`src/rtl/pc6001_mem_pkg.sv`:
```
// Shared types for the PC-6001 main-memory arbiter.
//   owner_t    : which requester owns the current access slot
//   state_t    : arbiter state (idle / slot in progress)
//   pick_owner : fixed-priority winner selection with CPU starvation override
package pc6001_mem_pkg;

   typedef enum logic [1:0] {
      OWN_NONE,
      OWN_VID,
      OWN_DL,
      OWN_CPU
   } owner_t;

   typedef enum logic {
      ST_IDLE,
      ST_ACCESS
   } state_t;

   // force_cpu only takes effect while the CPU is actually requesting.
   function automatic owner_t pick_owner(input logic vid, input logic dl,
                                         input logic cpu, input logic force_cpu);
      owner_t o;
      if (force_cpu && cpu) o = OWN_CPU;
      else if (vid)         o = OWN_VID;
      else if (dl)          o = OWN_DL;
      else if (cpu)         o = OWN_CPU;
      else                  o = OWN_NONE;
      return o;
   endfunction

endpackage

```
`src/rtl/pc6001_mem_arbiter.sv`:
```
// PC-6001 main-memory arbiter: shares one memory port between video fetch,
// the HPS download writer and the Z80 CPU using fixed-length access slots.
//
// state     | meaning
// ----------+---------------------------------------------
// ST_IDLE   | no slot in progress, arbitrate every cycle
// ST_ACCESS | slot in progress, cnt runs 0..ACC_CYC-1
//
// Ports:
//   clk_sys, reset_n (sync, active-low)
//   vid_req/vid_addr -> vid_ack, vid_rvalid, vid_rdata   (video reads)
//   dl_req/dl_addr/dl_wdata -> dl_ack                    (download writes)
//   cpu_req/cpu_we/cpu_addr/cpu_wdata -> cpu_ack, cpu_rvalid, cpu_rdata, cpu_wait
//   mem_cs/mem_we/mem_addr/mem_wdata -> memory, mem_rdata <- memory
module pc6001_mem_arbiter
   import pc6001_mem_pkg::*;
#(
   parameter int AW         = 16,
   parameter int ACC_CYC    = 4,
   parameter int RD_LAT     = 2,
   parameter int STARVE_MAX = 3
) (
   input  logic          clk_sys,
   input  logic          reset_n,
   input  logic          vid_req,
   input  logic [AW-1:0] vid_addr,
   output logic          vid_ack,
   output logic          vid_rvalid,
   output logic [7:0]    vid_rdata,
   input  logic          dl_req,
   input  logic [AW-1:0] dl_addr,
   input  logic [7:0]    dl_wdata,
   output logic          dl_ack,
   input  logic          cpu_req,
   input  logic          cpu_we,
   input  logic [AW-1:0] cpu_addr,
   input  logic [7:0]    cpu_wdata,
   output logic          cpu_ack,
   output logic          cpu_rvalid,
   output logic [7:0]    cpu_rdata,
   output logic          cpu_wait,
   output logic          mem_cs,
   output logic          mem_we,
   output logic [AW-1:0] mem_addr,
   output logic [7:0]    mem_wdata,
   input  logic [7:0]    mem_rdata
);

   localparam int CW = $clog2(ACC_CYC);
   localparam int SW = $clog2(STARVE_MAX + 1);
   localparam logic [CW-1:0] CNT_LAST   = CW'(ACC_CYC - 1);
   localparam logic [CW-1:0] CNT_RD     = CW'(RD_LAT);
   localparam logic [SW-1:0] STARVE_SAT = SW'(STARVE_MAX);

   state_t          state_q, state_d;
   owner_t          owner_q, owner_d, win;
   logic [CW-1:0]   cnt_q, cnt_d;
   logic [SW-1:0]   starve_q, starve_d;
   logic            arb_pt;

   always_ff @(posedge clk_sys) begin
      if (!reset_n) begin
         state_q  <= ST_IDLE;
         cnt_q    <= '0;
         owner_q  <= OWN_NONE;
         starve_q <= '0;
      end else begin
         state_q  <= state_d;
         cnt_q    <= cnt_d;
         owner_q  <= owner_d;
         starve_q <= starve_d;
      end
   end

   always_comb begin
      state_d  = state_q;
      cnt_d    = cnt_q;
      owner_d  = owner_q;
      starve_d = starve_q;
      win      = OWN_NONE;
      arb_pt   = (state_q == ST_IDLE) || (cnt_q == CNT_LAST);
      if (arb_pt) begin
         win     = pick_owner(vid_req, dl_req, cpu_req, starve_q == STARVE_SAT);
         owner_d = win;
         cnt_d   = '0;
         state_d = (win == OWN_NONE) ? ST_IDLE : ST_ACCESS;
      end else begin
         cnt_d = cnt_q + CW'(1);
      end
      // Only grants that actually pass the waiting CPU over count towards the guard.
      if (!cpu_req || win == OWN_CPU)
         starve_d = '0;
      else if (win != OWN_NONE && starve_q != STARVE_SAT)
         starve_d = starve_q + SW'(1);
   end

   always_ff @(posedge clk_sys) begin
      if (!reset_n) begin
         vid_ack    <= 1'b0;
         dl_ack     <= 1'b0;
         cpu_ack    <= 1'b0;
         mem_cs     <= 1'b0;
         mem_we     <= 1'b0;
         mem_addr   <= '0;
         mem_wdata  <= '0;
         vid_rvalid <= 1'b0;
         cpu_rvalid <= 1'b0;
         vid_rdata  <= '0;
         cpu_rdata  <= '0;
      end else begin
         vid_ack    <= (win == OWN_VID);
         dl_ack     <= (win == OWN_DL);
         cpu_ack    <= (win == OWN_CPU);
         mem_cs     <= (win != OWN_NONE);
         vid_rvalid <= 1'b0;
         cpu_rvalid <= 1'b0;
         case (win)
            OWN_VID: begin
               mem_addr  <= vid_addr;
               mem_we    <= 1'b0;
               mem_wdata <= '0;
            end
            OWN_DL: begin
               mem_addr  <= dl_addr;
               mem_we    <= 1'b1;
               mem_wdata <= dl_wdata;
            end
            OWN_CPU: begin
               mem_addr  <= cpu_addr;
               mem_we    <= cpu_we;
               mem_wdata <= cpu_wdata;
            end
            default: ;
         endcase
         // mem_we still holds the current slot's direction at this point.
         if (state_q == ST_ACCESS && cnt_q == CNT_RD && !mem_we) begin
            if (owner_q == OWN_VID) begin
               vid_rvalid <= 1'b1;
               vid_rdata  <= mem_rdata;
            end
            if (owner_q == OWN_CPU) begin
               cpu_rvalid <= 1'b1;
               cpu_rdata  <= mem_rdata;
            end
         end
      end
   end

   assign cpu_wait = cpu_req & ~cpu_ack;

endmodule
```
`config.mk`:
```
export PLATFORM = sky130hd
export DESIGN_NAME = pc6001_mem_arbiter
export DESIGN_NICKNAME = d
export VERILOG_FILES = /design/src/rtl/pc6001_mem_pkg.sv /design/src/rtl/pc6001_mem_arbiter.sv
export SDC_FILE = /design/constraint.sdc
export NUM_CORES = 1
export LEC_CHECK = 0
export CAP_MARGIN = 20
export CORE_ASPECT_RATIO = 2
export CORE_MARGIN = 5
export CORE_UTILIZATION = 55
export CTS_BUF_LIST = sky130_fd_sc_hd__clkbuf_4
export DETAILED_ROUTE_END_ITERATION = 8
export DONT_BUFFER_PORTS = 1
export HOLD_SLACK_MARGIN = 0.15
export PLACE_DENSITY_LB_ADDON = 0.3
export SETUP_SLACK_MARGIN = 0.3
export SYNTH_ARGS = -nofsm -noshare
export SYNTH_HDL_FRONTEND = slang
export SYNTH_SLANG_ARGS = --single-unit
```
`constraint.sdc`:
```
create_clock -name clk_sys -period 2.8 [get_ports clk_sys]
set_clock_uncertainty 0.05 [all_clocks]
set_input_delay 0.28 -clock clk_sys [delete_from_list [all_inputs] [get_ports clk_sys]]
set_output_delay 0.28 -clock clk_sys [all_outputs]
set_load 0.1 [all_outputs]
```
; Word level (Yosys, flattened, before mapping)
; Index checks and enable logic that the tools add are counted.
; Widths: inputs -> output; s select.
[word_totals]
in_bits = 78
regBits = 54
out_inout_bits = 48
[op_classes]
mux = 12
bitwise = 4
n_addsub = 2
reduce_logical = 16
eq_ne = 9
[ops]
columns = operator, n
row1 = $pmux 16 s3, 1
row2 = $pmux 8 s3, 1
row3 = $eq 2x2->1 const B, 6
row4 = $mux 2, 6
row5 = $reduce_and 2->1, 3
row6 = $add 2x1->2 const B, 2
row7 = $eq 2x1->1 const B, 2
row8 = $logic_and 1x1->1, 4
row9 = $reduce_or 2->1, 2
row10 = $mux 1, 3
row11 = $not 1->1, 3
row12 = $pmux 1 s3, 1
row13 = $reduce_bool 3->1, 1
row14 = $logic_not 1->1, 2
row15 = $logic_not 2->1, 1
row16 = $logic_or 1x1->1, 2
row17 = $ne 2x2->1 const B, 1
row18 = $reduce_bool 2->1, 1
row19 = $and 1x1->1, 1

; Logic depth before layout (Yosys ltp)
; Gate-level depths: netlist (run 1).
[depth]
depth_word = 9
ltp_mapped = 7
mapped_depth_nobuf = 6

; Worst setup path before layout (run 1)
; OpenSTA, ideal clock, no wires.
[synth_path]
path_type = register -> output
start = register cpu_ack
end = output port cpu_wait
n_path_buf = 0
setup_slack_ns = 0.356
path_stages_with_launch = 2
arrival_time_ns = 2.114
cell_sequence = dfxtp_1 nor2b_1
[synth_via]
elab_chain_len = 2
[synth_rtl]
columns = element, line_no
row1 = "start, declared", pc6001_mem_arbiter.sv:38  ; output logic cpu_ack,
row2 = "start signal, assigned", pc6001_mem_arbiter.sv:113  ; cpu_ack <= (win == OWN_CPU);
row3 = $not 1->1, pc6001_mem_arbiter.sv:149  ; assign cpu_wait = cpu_req & ~cpu_ack;
row4 = $and 1x1->1, pc6001_mem_arbiter.sv:149
row5 = "end, declared", pc6001_mem_arbiter.sv:41  ; output logic cpu_wait,
; Every way passes these cells.

; Final worst setup path (run 1)
[layout_path]
start = register starve_q[0]
end = register mem_wdata[3]
[layout_via]
elab_chain_len = 7
[layout_rtl]
columns = element, line_no
row1 = "start, declared", pc6001_mem_arbiter.sv:58  ; logic [SW-1:0] starve_q, starve_d;
row2 = "start signal, assigned", pc6001_mem_arbiter.sv:71  ; starve_q <= starve_d;
row3 = $eq 2x2->1 (*), pc6001_mem_arbiter.sv:83  ; win = pick_owner(vid_req, dl_req, cpu_req, starve_q == STARVE_SAT);
row4 = $logic_and 1x1->1 (*), pc6001_mem_pkg.sv:23  ; if (force_cpu && cpu) o = OWN_CPU;
row5 = $mux 2 (*), pc6001_mem_pkg.sv:23
row6 = $mux 2 (*) (2 in series), pc6001_mem_arbiter.sv:82  ; if (arb_pt) begin
row7 = $eq 2x2->1 / $eq 2x1->1 (equally long branches), pc6001_mem_arbiter.sv:117  ; case (win)
row8 = $pmux 8 s3 / $reduce_bool 3->1 (equally long branches), n/a
row9 = "end signal, assigned", pc6001_mem_arbiter.sv:126  ; mem_wdata <= dl_wdata;
row10 = "end signal, assigned", pc6001_mem_arbiter.sv:131  ; mem_wdata <= cpu_wdata;
row11 = "end, declared", pc6001_mem_arbiter.sv:45  ; output logic [7:0] mem_wdata,
; Mark *: on every way between the ends. The rest lies on a longest branch, timed or not. The select of a mux whose other input is x is not followed.
; A chain may end at the register's enable or synchronous reset.

==> results.md, run 1 <==
- The number of input and output port buffers inserted is 0.
- The estimated wirelength of the detail-placed design is about 4.6 mm.
- In this run the deepest clock path goes through 2 buffers.
- The number of warning messages in the yosys log is 0.
- The cell taking the most area after synthesis is dfxtp_1.
- The detailed-router iteration count before antenna repair is 5.
- The pin count of the biggest net entering global routing is 32.
- The effective utilization at floorplan is between 50% and 60%.
- The total standard cell area after synthesis is around 0.0023 mm2.
- The number of design-rule violations left by the first detailed-router iteration is 134.
- The clock net sink count is 54.
- The first-pass GRT wire length is roughly 13 mm.
- The fraction of post-synthesis cell area in the top cell type by area is 47.37%.
- For this run, the top clock speed supported by timing is around 430 MHz.
- The number of global-route vias before repair is roughly 2500.
- The later-pin clock latency in the skew report is 0.37 ns.
- The final number of max-transition violations came to 0.
- The data arrival time of the worst path is about 2.6 ns.
- The number of setup buffers added after CTS is 0.
- The power density over the cells is between 500 and 600 mW/mm2.
- At the worst endpoint, the required time is ~3 ns.
- The initial antenna violation count is 1.
- STA classifies the critical path startpoint as a flop.
- The die boundary width is 55.55 um.
- The floorplan row count is 33.
- In the final design database the tool counted 410 nets.
- The placer congestion estimate is 0.8105.
- Clock-pin slew was measured on the worst setup and hold paths at about 0.16 ns.
- In this run the remaining antenna-violating nets after routing total 0.
- Of the available clock period, the critical path in the final layout requires roughly 83%.
- The cell at the root of the clock tree is clkbuf_4.
- For this run the aggregate overflow at the end of global routing stands at 0.
- 126 I/O pins were placed.
- The worst-case headroom to the max-slew limit is around a third.
- Synthesis handed over a netlist of 234 instances.
- The critical path in this run is classified as flop to flop.
- The clock tree from TritonCTS is yes.
- The number of vias after detailed routing is between 2000 and 2500.
- The async set-or-reset flop fraction in the synthesized netlist is 0%.
- The area of the core is between 0.004 and 0.005 mm2.
- The final critical delay including setup and external delays is roughly 2.3 ns.
- The count of final hold-check violations came to 0.
- The die span in y is between 100 and 150 um.
- The routed length per instance is approximately 21 um.
- The number of clock buffers added by TritonCTS is 5.
- The worst vdd rail ir drop is 0.0005082 V.
- The most frequent cell after synthesis is dfxtp_1.
- The relative area change from synthesis to final layout is 44.13%.
- The worst hold-check path type is primary input to flop.
- The final setup violation count is 0.
- The total negative slack for setup checks is 0 ns.
- Setup repair after global routing left no endpoint under its margin.
- For this block, the routed nets add up to between 8 and 9 mm of wire.
- A synthesized cell averages ~9.8 um2.
- The largest driver fanout on the critical path is 24.
- Measured on the finished design, the core utilization comes to 81.29%.
- Yosys attributes the largest share of cell area to dfxtp_1, mux2i_1, a221oi_2.
- The number of DRC violations after detailed routing is 0.
- The overall global routing resource usage is approximately 29%.
- The analysis attributes to cell leakage a power of between 1 and 1.5 nW.
- The category of the worst setup path capture point is a flop.
- The full die area is 0.005616 mm2.
- Cells with a size suffix above 1 make up between 15 and 20% of the layout.
- Synthesis produced a netlist with a net count of roughly 320.
- The count of unique library cells instantiated by Yosys is 38.
- The max-cap check violation count is 0.
- The sequential-to-total area share from yosys stat is around 47%.
- The post-detailed-route via-to-cell ratio is roughly 6.1.
- The maximum level of the CTS H-tree is 2.
- For this run, the leading register cell type out of synthesis is dfxtp_1.
- The worst-margin pin slew is approximately 1.0 ns.
- The number of register bits inferred by synthesis is 54.
- The number of synthesized flops with an enable pin is 0.
- The flow ran to the end, and the final reports show no timing, DRC or antenna violations.
- Sorting the synthesized cells by how often they occur yields dfxtp_1, nor2_1, nand2_1.
cell type report:
cell class / count / area [um2]
antenna: 2 / 5.005
multi-input combinational: 159 / 1082
tap: 52 / 65.06
clock buffer: 6 / 45.04
sequential: 54 / 1081
fill: 250 / 757.0
inverter: 3 / 11.26
clock inverter: 2 / 8.758
timing repair buffer: 106 / 991.0
state kept, by name (all words and copies together), names as in the netlist, 2 cells and up:
signal     cells
cnt_q          2
mem_addr      16
owner_q        2
mem_wdata      8
vid_rdata      8
cpu_rdata      8
starve_q       2
path summary, 6_finish.rpt:
path / from / to / slack (ns) / cells past startpoint
worst max-delay path: starve_q[0]$_SDFFE_PP0P_ / mem_wdata[3]$_SDFFE_PN0P_ / 0.49 / 6
worst min-delay path: cpu_req / starve_q[1]$_SDFFE_PP0P_ / 0.21 / 2
worst max register to register: starve_q[0]$_SDFFE_PP0P_ / mem_wdata[3]$_SDFFE_PN0P_ / 0.49 / 6
worst min register to register: cnt_q[0]$_SDFF_PP0_ / cnt_q[0]$_SDFF_PP0_ / 0.42 / 1
stage by stage:
step | hold WS (ns) | setup slack [ns] | cell area, um2 | power, mW | cells
final | 0.2144 | 0.4873 | 3289 | 1.651 | 384
after global routing | 0.2040 | 0.3425 | 3287 | 1.719 | 383
after CTS | 0.1802 | 0.3884 | 3277 | 1.642 | 382
after detailed placement | 0.3268 | 0.7246 | 2442 | 1.214 | 296
after global placement | 0.3275 | 0.7444 | 2442 | 1.209 | 296
after floorplan | 0.3469 | 0.3560 | 2282 | 1.165 | 234
cells in the final DEF, fill, tap and decap left out, drive strengths merged:
cell type / n
xnor2: 1
nand2b: 2
ha: 3
a22oi: 1
o21ai: 17
buf: 28
or2: 1
and3: 1
o2111ai: 1
o21bai: 1
inv: 3
o21a: 1
and2: 1
o2bb2ai: 1
nand3: 1
clkbuf: 6
diode: 2
a31oi: 2
a211oi: 1
or2b: 2
a2111oi: 1
nor2b: 2
a21oi: 18
dfxtp: 54
a222oi: 7
nor3: 6
dlygate4sd3: 78
mux2i: 17
nor2: 30
clkinv: 2
nor4: 1
or3b: 1
o211ai: 1
nand2: 22
a221oi: 15
o31ai: 1
power breakdown:
| group | internal (mW) | leakage (nW) | switching [mW] |
|---|---|---|---|
| logic | 0.151 | 0.843 | 0.256 |
| clock network | 0.105 | 0.0331 | 0.228 |
| registers | 0.803 | 0.442 | 0.108 |
| total | 1.06 | 1.32 | 0.592 |
timing repair:
item | 4_1_cts | 5_1_grt
hold endpoints to repair | 49 | 0
gates resized for setup | 0 | 4
hold buffers | 78 | 0
setup endpoints to repair | 0 | 8
worst max-delay path, stage by stage (launching register included):
cell	delay, ns
dfxtp_1	0.35
ha_1	0.29
a2111oi_4	0.36
buf_4	0.37
a22oi_1	0.11
o2bb2ai_1	0.18
dlygate4sd3_1	0.56
per-layer routing:
layer | part of all wire, % | track usage, % | up-vias
met5 | 0 | 0 | -
met4 | 4.8 | 18.35 | 0
met3 | 8.6 | 8.205 | 33
met2 | 53 | 52.01 | 153
met1 | 34 | 29.03 | 1118
li1 | - | - | 1039
cells by family (layout without fill, tap and decap cells):
| group | Yosys count | after routing | share of synthesized area (%) |
|---|---|---|---|
| fa+ha+maj | 3 | 3 | 1.645 |
| flops | 54 | 54 | 47.37 |
| mux | 17 | 17 | 7.456 |
| other cells | 0 | 2 | 0 |
| xor+xnor | 1 | 1 | 0.3838 |
| buf+inv | 21 | 117 | 5.646 |
| simple gates | 70 | 70 | 13.76 |
| compound gates | 68 | 68 | 23.74 |
No activity file was read; power rests on OpenSTA's default activity.
==> inputs of run 2 (changes only) <==
==> constraint.sdc (replaced) <==
create_clock -name clk_sys -period 2.05 [get_ports clk_sys]
set_clock_uncertainty 0.05 [all_clocks]
set_input_delay 0.205 -clock clk_sys [delete_from_list [all_inputs] [get_ports clk_sys]]
set_output_delay 0.205 -clock clk_sys [all_outputs]
set_load 0.1 [all_outputs]
==> run 2 against run 1 <==
Compared with the run above: cell area increased by 11%; routed wire length rose by 22%; non-clock buffer count rose by 30; via count rose by 11%; largest cell class is now buffers; largest power group unchanged; highest routed layer unchanged.
==> results.md, run 2 (synthesized netlist as in run 1, its figures left out) <==
- The worst vdd rail ir drop is around 0.0007 V.
- The worst hold path passes through 2 cells.
- Of the available clock period, the critical path in the final layout requires between 80% and 90%.
- The clock net sink count is 54.
- The final layout contains routed wiring with a total length of between 10 and 15 mm.
- The worst-case headroom to the max-slew limit is 41.95%.
- The effective utilization at floorplan is a little under three fifths.
- After floorplanning, the core was divided into 33 placement rows.
- The placer congestion estimate is between 0.8 and 0.9.
- The leakage power figure is approximately 1.5 nW.
- The number of nets still failing antenna checks after routing is 0.
- The worst setup path is launched from a flop.
- The clock tree from TritonCTS is yes.
- The delay of the slowest critical-path stage is a little over 0.5 ns.
- In this run the count of I/O pins placed on the die edge is around 130.
- The number of DRC violations after detailed routing is 0.
- STA puts the critical path data arrival time at between 2 and 2.5 ns.
- In the layout the commonest cells are dlygate4sd3_1, buf_4, dfxtp_1, nor2_1, nand2_1.
- Buffers added to address setup during post-CTS repair amount to 0.
- At the worst endpoint, the required time is 2.27 ns.
- The number of input and output port buffers inserted is 0.
- The post-route netlist has approximately 28% of its cells at a drive strength greater than 1.
- The maximum number of buffers from clock root to sink is 2.
- The total negative slack for setup checks is 0 ns.
- The cell at the root of the clock tree is clkbuf_4.
- Setup violations remaining at the end of the flow were counted as 0.
- The critical path goes through nor2b_2, a2111oi_4, buf_6, a221oi_2, a21oi_1.
- Setup repair after global routing could not meet its margin everywhere.
- The worst hold slack is between 0.08 and 0.09 ns.
- The die boundary width is roughly 56 um.
- The worst-margin pin slew is 0.8679 ns.
- The maximum level of the CTS H-tree is 2.
- The count of final hold-check violations is 0.
- After detailed routing, the average wire length per cell comes to 24.20 um.
- The most common cell after layout, fill and taps aside is dlygate4sd3_1.
- After layout, the minimum clock period comes to 1.820 ns.
- Counting the buffers created by CTS gives 5.
- The number of vias after detailed routing is 2602.
- The kind of critical path is flop to flop.
- Along the worst path, the maximum fanout reaches 12.
- Dividing total power by cell area gives a power density of roughly 640 mW/mm2.
- The register with the most flip-flops in the final layout is mem_addr.
- The area growth from synthesis to layout is 60.64%.
- In this run, the number of DRC markers left after iteration 0 of detailed routing was between 200 and 300.
- The number of global-route vias before repair is ~2500.
- The later-pin clock latency in the skew report is roughly 0.38 ns.
- The initial antenna violation count is 2.
- The first-pass GRT wire length is between 10 and 15 mm.
- The cell family contributing the most delay on the critical path is compound AO/OA/AOI/OAI gates.
- The estimated wirelength of the detail-placed design is between 4 and 5 mm.
- The final number of max-transition violations was 0.
- The overall global routing resource usage is 31.31%.
- The number of gates on the worst path with buffers counted is 5.
- The full die area is approximately 0.0056 mm2.
- The pin count of the biggest net entering global routing is 25.
- The buffers plus inverters on the worst setup path is 1.
- For this design, the slowest cell found on the critical path is dfxtp_1.
- The run finished with clean final reports.
- The post-placement cell area is about 0.0027 mm2.
- The area of the core is 0.004046 mm2.
- For this run, the top clock speed supported by timing is 549.5 MHz.
- After routing the design area is 0.003666 mm2.
- The worst hold-check path type is primary input to flop.
- The final net count is between 400 and 500.
- Using the TritonRoute via totals, the vias-per-cell ratio works out to roughly 6.3.
- After clock tree synthesis, the clock-pin slew on the worst setup and hold paths is roughly 0.15 ns.
- The die span in y is 101.1 um.
- Summed over all layers, the global routing overflow is 0.
- The register with the most flip-flops in the layout has 16 of them.
- The detailed-router iteration count before antenna repair is 5.
- The max-cap check violation count is 0.
- The number of cell instances on the worst register-to-register path is 5.
- The category of the worst setup path capture point is a flop.
run 2: changes by cell type in the layout (fill, tap and decap cells not counted), sizes merged:
cell          change
buf              +30
clkbuf            +2
clkinv            -2
diode             +1
dlygate4sd3       -2
dlymetal6s4s      +1
or3b              +1
run 2: worst paths after layout:
kind	startpoint	to	slack, ns
min	cpu_addr[14]	mem_addr[14]$_SDFFE_PN0P_	0.09
max	state_q$_SDFFE_PN0P_	mem_addr[7]$_SDFFE_PN0P_	0.23
min reg2reg	cnt_q[0]$_SDFF_PP0_	cnt_q[0]$_SDFF_PP0_	0.41
max reg2reg	state_q$_SDFFE_PN0P_	mem_addr[7]$_SDFFE_PN0P_	0.23
run 2: where the power goes:
| part | internal [mW] | switching [mW] |
|---|---|---|
| logic | 0.240 | 0.507 |
| clock network | 0.157 | 0.327 |
| registers | 1.10 | 0.0310 |
| total | 1.49 | 0.865 |
run 2: stage by stage:
step	power, mW	util (%)	setup slack, ns	instances
2_1_floorplan	1.592	-	0.2034	234
3_3_place_gp	1.681	66.57	0.2896	326
3_5_place_dp	1.688	66.57	0.1921	326
4_1_cts	2.277	87.14	0.2741	409
5_1_grt	2.428	90.54	0.1799	414
6_report	2.359	90.60	0.2303	415
run 2: per-layer routing:
| layer | GRT usage [%] | wire, um |
|---|---|---|
| met1 | 34.08 | 3395 |
| met3 | 9.103 | 902 |
| met2 | 53.83 | 5219 |
| met5 | 0 | 0 |
| met4 | 17.60 | 524 |
run 2: cell type report:
cell class,instances,area [um2]
inverters,3,11.26
diodes,3,7.507
clock buffers,7,52.55
repair buffers,136,1262
well taps,52,65.06
flip-flops and latches,54,1090
fillers,174,380.4
multi-input cells,160,1177
run 2: repair_timing:
item	4_1_cts	5_1_grt
gates cloned	0	2
endpoints found under the setup margin	29	27
endpoints found under the hold margin	51	6
pin swaps	0	6
gates resized for setup	6	18
hold buffers	76	1
==> inputs of run 3 (changes only) <==
--- a/config.mk
+++ b/config.mk
@@ -14,6 +14,7 @@
 export DONT_BUFFER_PORTS = 1
 export HOLD_SLACK_MARGIN = 0.15
 export PLACE_DENSITY_LB_ADDON = 0.3
+export RECOVER_POWER = 25
 export SETUP_SLACK_MARGIN = 0.3
 export SYNTH_ARGS = -nofsm -noshare
 export SYNTH_HDL_FRONTEND = slang
==> run 3 against run 2 <==
Compared with the run above: first-iteration DRC count down 21%; worst hold slack worse by 0.012 ns; critical path type unchanged; register-to-register slack better by 0.04 ns; sequential share of layout area up 0.54 points; sequential power about the same; cell area down 1.8%; critical path depth unchanged; global-route usage unchanged; count of clock-buffer cells in the layout unchanged; highest routed layer unchanged; clock power up 2%; non-clock buffer count unchanged.
==> results.md, run 3 (synthesized netlist as in run 1, its figures left out) <==
- The run finished with clean final reports.
- In the final layout, the share of cells above drive strength 1 is 27.22%.
- The leakage power figure is approximately 1.5 nW.
- Data on the critical path arrives at its endpoint at about 2 ns.
- The total wire length is approximately 10 mm.
- The worst vdd rail ir drop is slightly below 0.0007 V.
- Dividing the detail-routed wire length by the instance count gives about 24 um.
- The timing-limited maximum frequency is between 500 and 600 MHz.
- Counting along the longest clock path gives a buffer depth of 2.
- The worst hold slack is 0.07376 ns.
- The floorplan step set the die width to 55.55 um.
- The worst setup path is captured at a flop.
- After detailed routing, the number of vias per cell comes to between 6 and 7.
- The instance count after placement with tap cells included is approximately 330.
- The number of nets still failing antenna checks after routing is 0.
- The final number of max-transition violations is 0.
- In this run, CTS created clock tree buffers numbering 5.
- Across every metal layer, demand over resource in global routing totals 31.31%.
- The count of final hold-check violations came to 0.
- The number of filler cells placed in the layout is just under 200.
- The finished cells cover between 0.003 and 0.004 mm2.
- The required time of the critical path is around 2.3 ns.
- The largest driver fanout on the critical path is 12.
- Setup violations remaining at the end of the flow were counted as 0.
- The die covers between 0.005 and 0.006 mm2.
- The flip-flop count of the largest register after layout is 16.
- After clock tree synthesis, the clock-pin slew on the worst setup and hold paths is around 0.16 ns.
- The clock net sink count is between 50 and 60.
- The pin count of the biggest net entering global routing is 25.
- The setup path with the least slack is of type flop to flop.
- For this run, the share of the core covered by cells in the final layout is between 80% and 90%.
- The first routing iteration left 197 violations.
- The number of DRC violations after detailed routing is 0.
- The number of global-route vias before repair is between 2000 and 3000.
- The maximum level of the CTS H-tree is 2.
- The post-CTS setup buffer count is 0.
- The later-pin clock latency in the skew report is ~0.4 ns.
- From bottom edge to top edge, the die measures 101.1 um.
- The total I/O pin count is around 130.
- TritonCTS built the clock tree.
- The final critical delay including setup and external delays is between 1.5 and 2 ns.
- The floorplan row count is 33.
- Power spread over the standard cell area amounts to approximately 660 mW/mm2.
- The final worst slack is around 0.27 ns.
- The min-delay analysis places its worst path in the category primary input to flop.
- The total negative slack for setup checks is 0 ns.
- Detailed placement finished with a half-perimeter wire length of between 4 and 5 mm.
- The startpoint type of the worst setup path is a flop.
- The worst-case headroom to the max-slew limit is 42.59%.
- The overflow left after global routing is 0.
- Setup repair after global routing could not meet its margin everywhere.
- The count of buffers added on input and output ports is 0.
- For the pin with the worst max-slew slack, the measured transition is between 0.8 and 0.9 ns.
- The placement-stage worst setup slack is ~0.19 ns.
- The first global-routing pass estimated roughly 14 mm of wire.
- The final critical-path share of the clock period is 86.62%.
- The library cells used most frequently in the layout, excluding fill and tap cells, are dlygate4sd3_1, dfxtp_1, buf_4, nor2_1, clkbuf_2.
- Across the run, the number of max-cap violations was 0.
- The effective utilization at floorplan is ~56%.
- The post-placement cell area is about 0.0027 mm2.
- The register with the highest flop count is mem_addr.
- The first detailed-routing pass ran for 5 iterations.
- The completed layout was analyzed and its total power is between 2 and 2.5 mW.
- The core region is between 0.004 and 0.005 mm2.
- At the end of routability-driven placement, the weighted congestion stood at around 0.83.
- The relative area change from synthesis to final layout is 57.78%.
- In the final design database the tool counted about 440 nets.
- The number of vias after detailed routing is between 2000 and 3000.
- The initial antenna violation count was 2.
- The most common cell after layout, fill and taps aside is dlygate4sd3_1.
- The final non-filler cell total is around 420.
- The tree is rooted in a clkbuf_4.
run 3: cell count changes in the layout (fill, tap and decap cells not counted), sizes merged:
cell,before,now
buf,58,34
clkbuf,8,32
run 3: area by class of cell:
type | count | area (um2) | area share, %
repair buffers | 136 | 1202 | 33.39
multi-input cells | 160 | 1172 | 32.56
flip-flops and latches | 54 | 1090 | 30.26
well taps | 52 | 65.06 | 1.807
clock buffers | 7 | 52.55 | 1.459
inverters | 3 | 11.26 | 0.3127
diodes | 3 | 7.507 | 0.2085
run 3: critical path, cell delays in order, from the launching register on:
cell	delay [ns]
dfxtp_1	0.49
nor2b_2	0.41
a2111oi_4	0.12
buf_6	0.19
a221oi_2	0.26
a21oi_1	0.14
run 3: per-layer routing:
metal / GRT usage (%) / share of wire [%] / up-vias
li1: - / - / 1104
met1: 34.08 / 33 / 1234
met2: 53.83 / 52 / 237
met3: 9.103 / 10 / 60
met4: 17.60 / 5.2 / 0
met5: 0 / 0 / -
run 3: final timing paths:
path	start	endpoint	slack, ns	depth (start not counted)
worst max-delay path	state_q$_SDFFE_PN0P_	mem_addr[7]$_SDFFE_PN0P_	0.27	5
worst min-delay path	cpu_addr[14]	mem_addr[14]$_SDFFE_PN0P_	0.07	2
worst max register to register	state_q$_SDFFE_PN0P_	mem_addr[7]$_SDFFE_PN0P_	0.27	5
worst min register to register	cnt_q[0]$_SDFF_PP0_	cnt_q[0]$_SDFF_PP0_	0.41	1
run 3: repair_timing:
item	in CTS	in global routing
hold endpoints to repair	51	6
hold buffers	76	1
resized for setup	6	18
cloned	0	2
setup endpoints to repair	29	27
pin swaps	0	6
run 3: report_power, final:
part | leakage [nW] | switching, mW | total [mW] | internal [mW]
clock network | 0.0322 | 0.337 | 0.494 | 0.157
registers | 0.444 | 0.0300 | 1.13 | 1.10
logic | 1.04 | 0.507 | 0.742 | 0.235
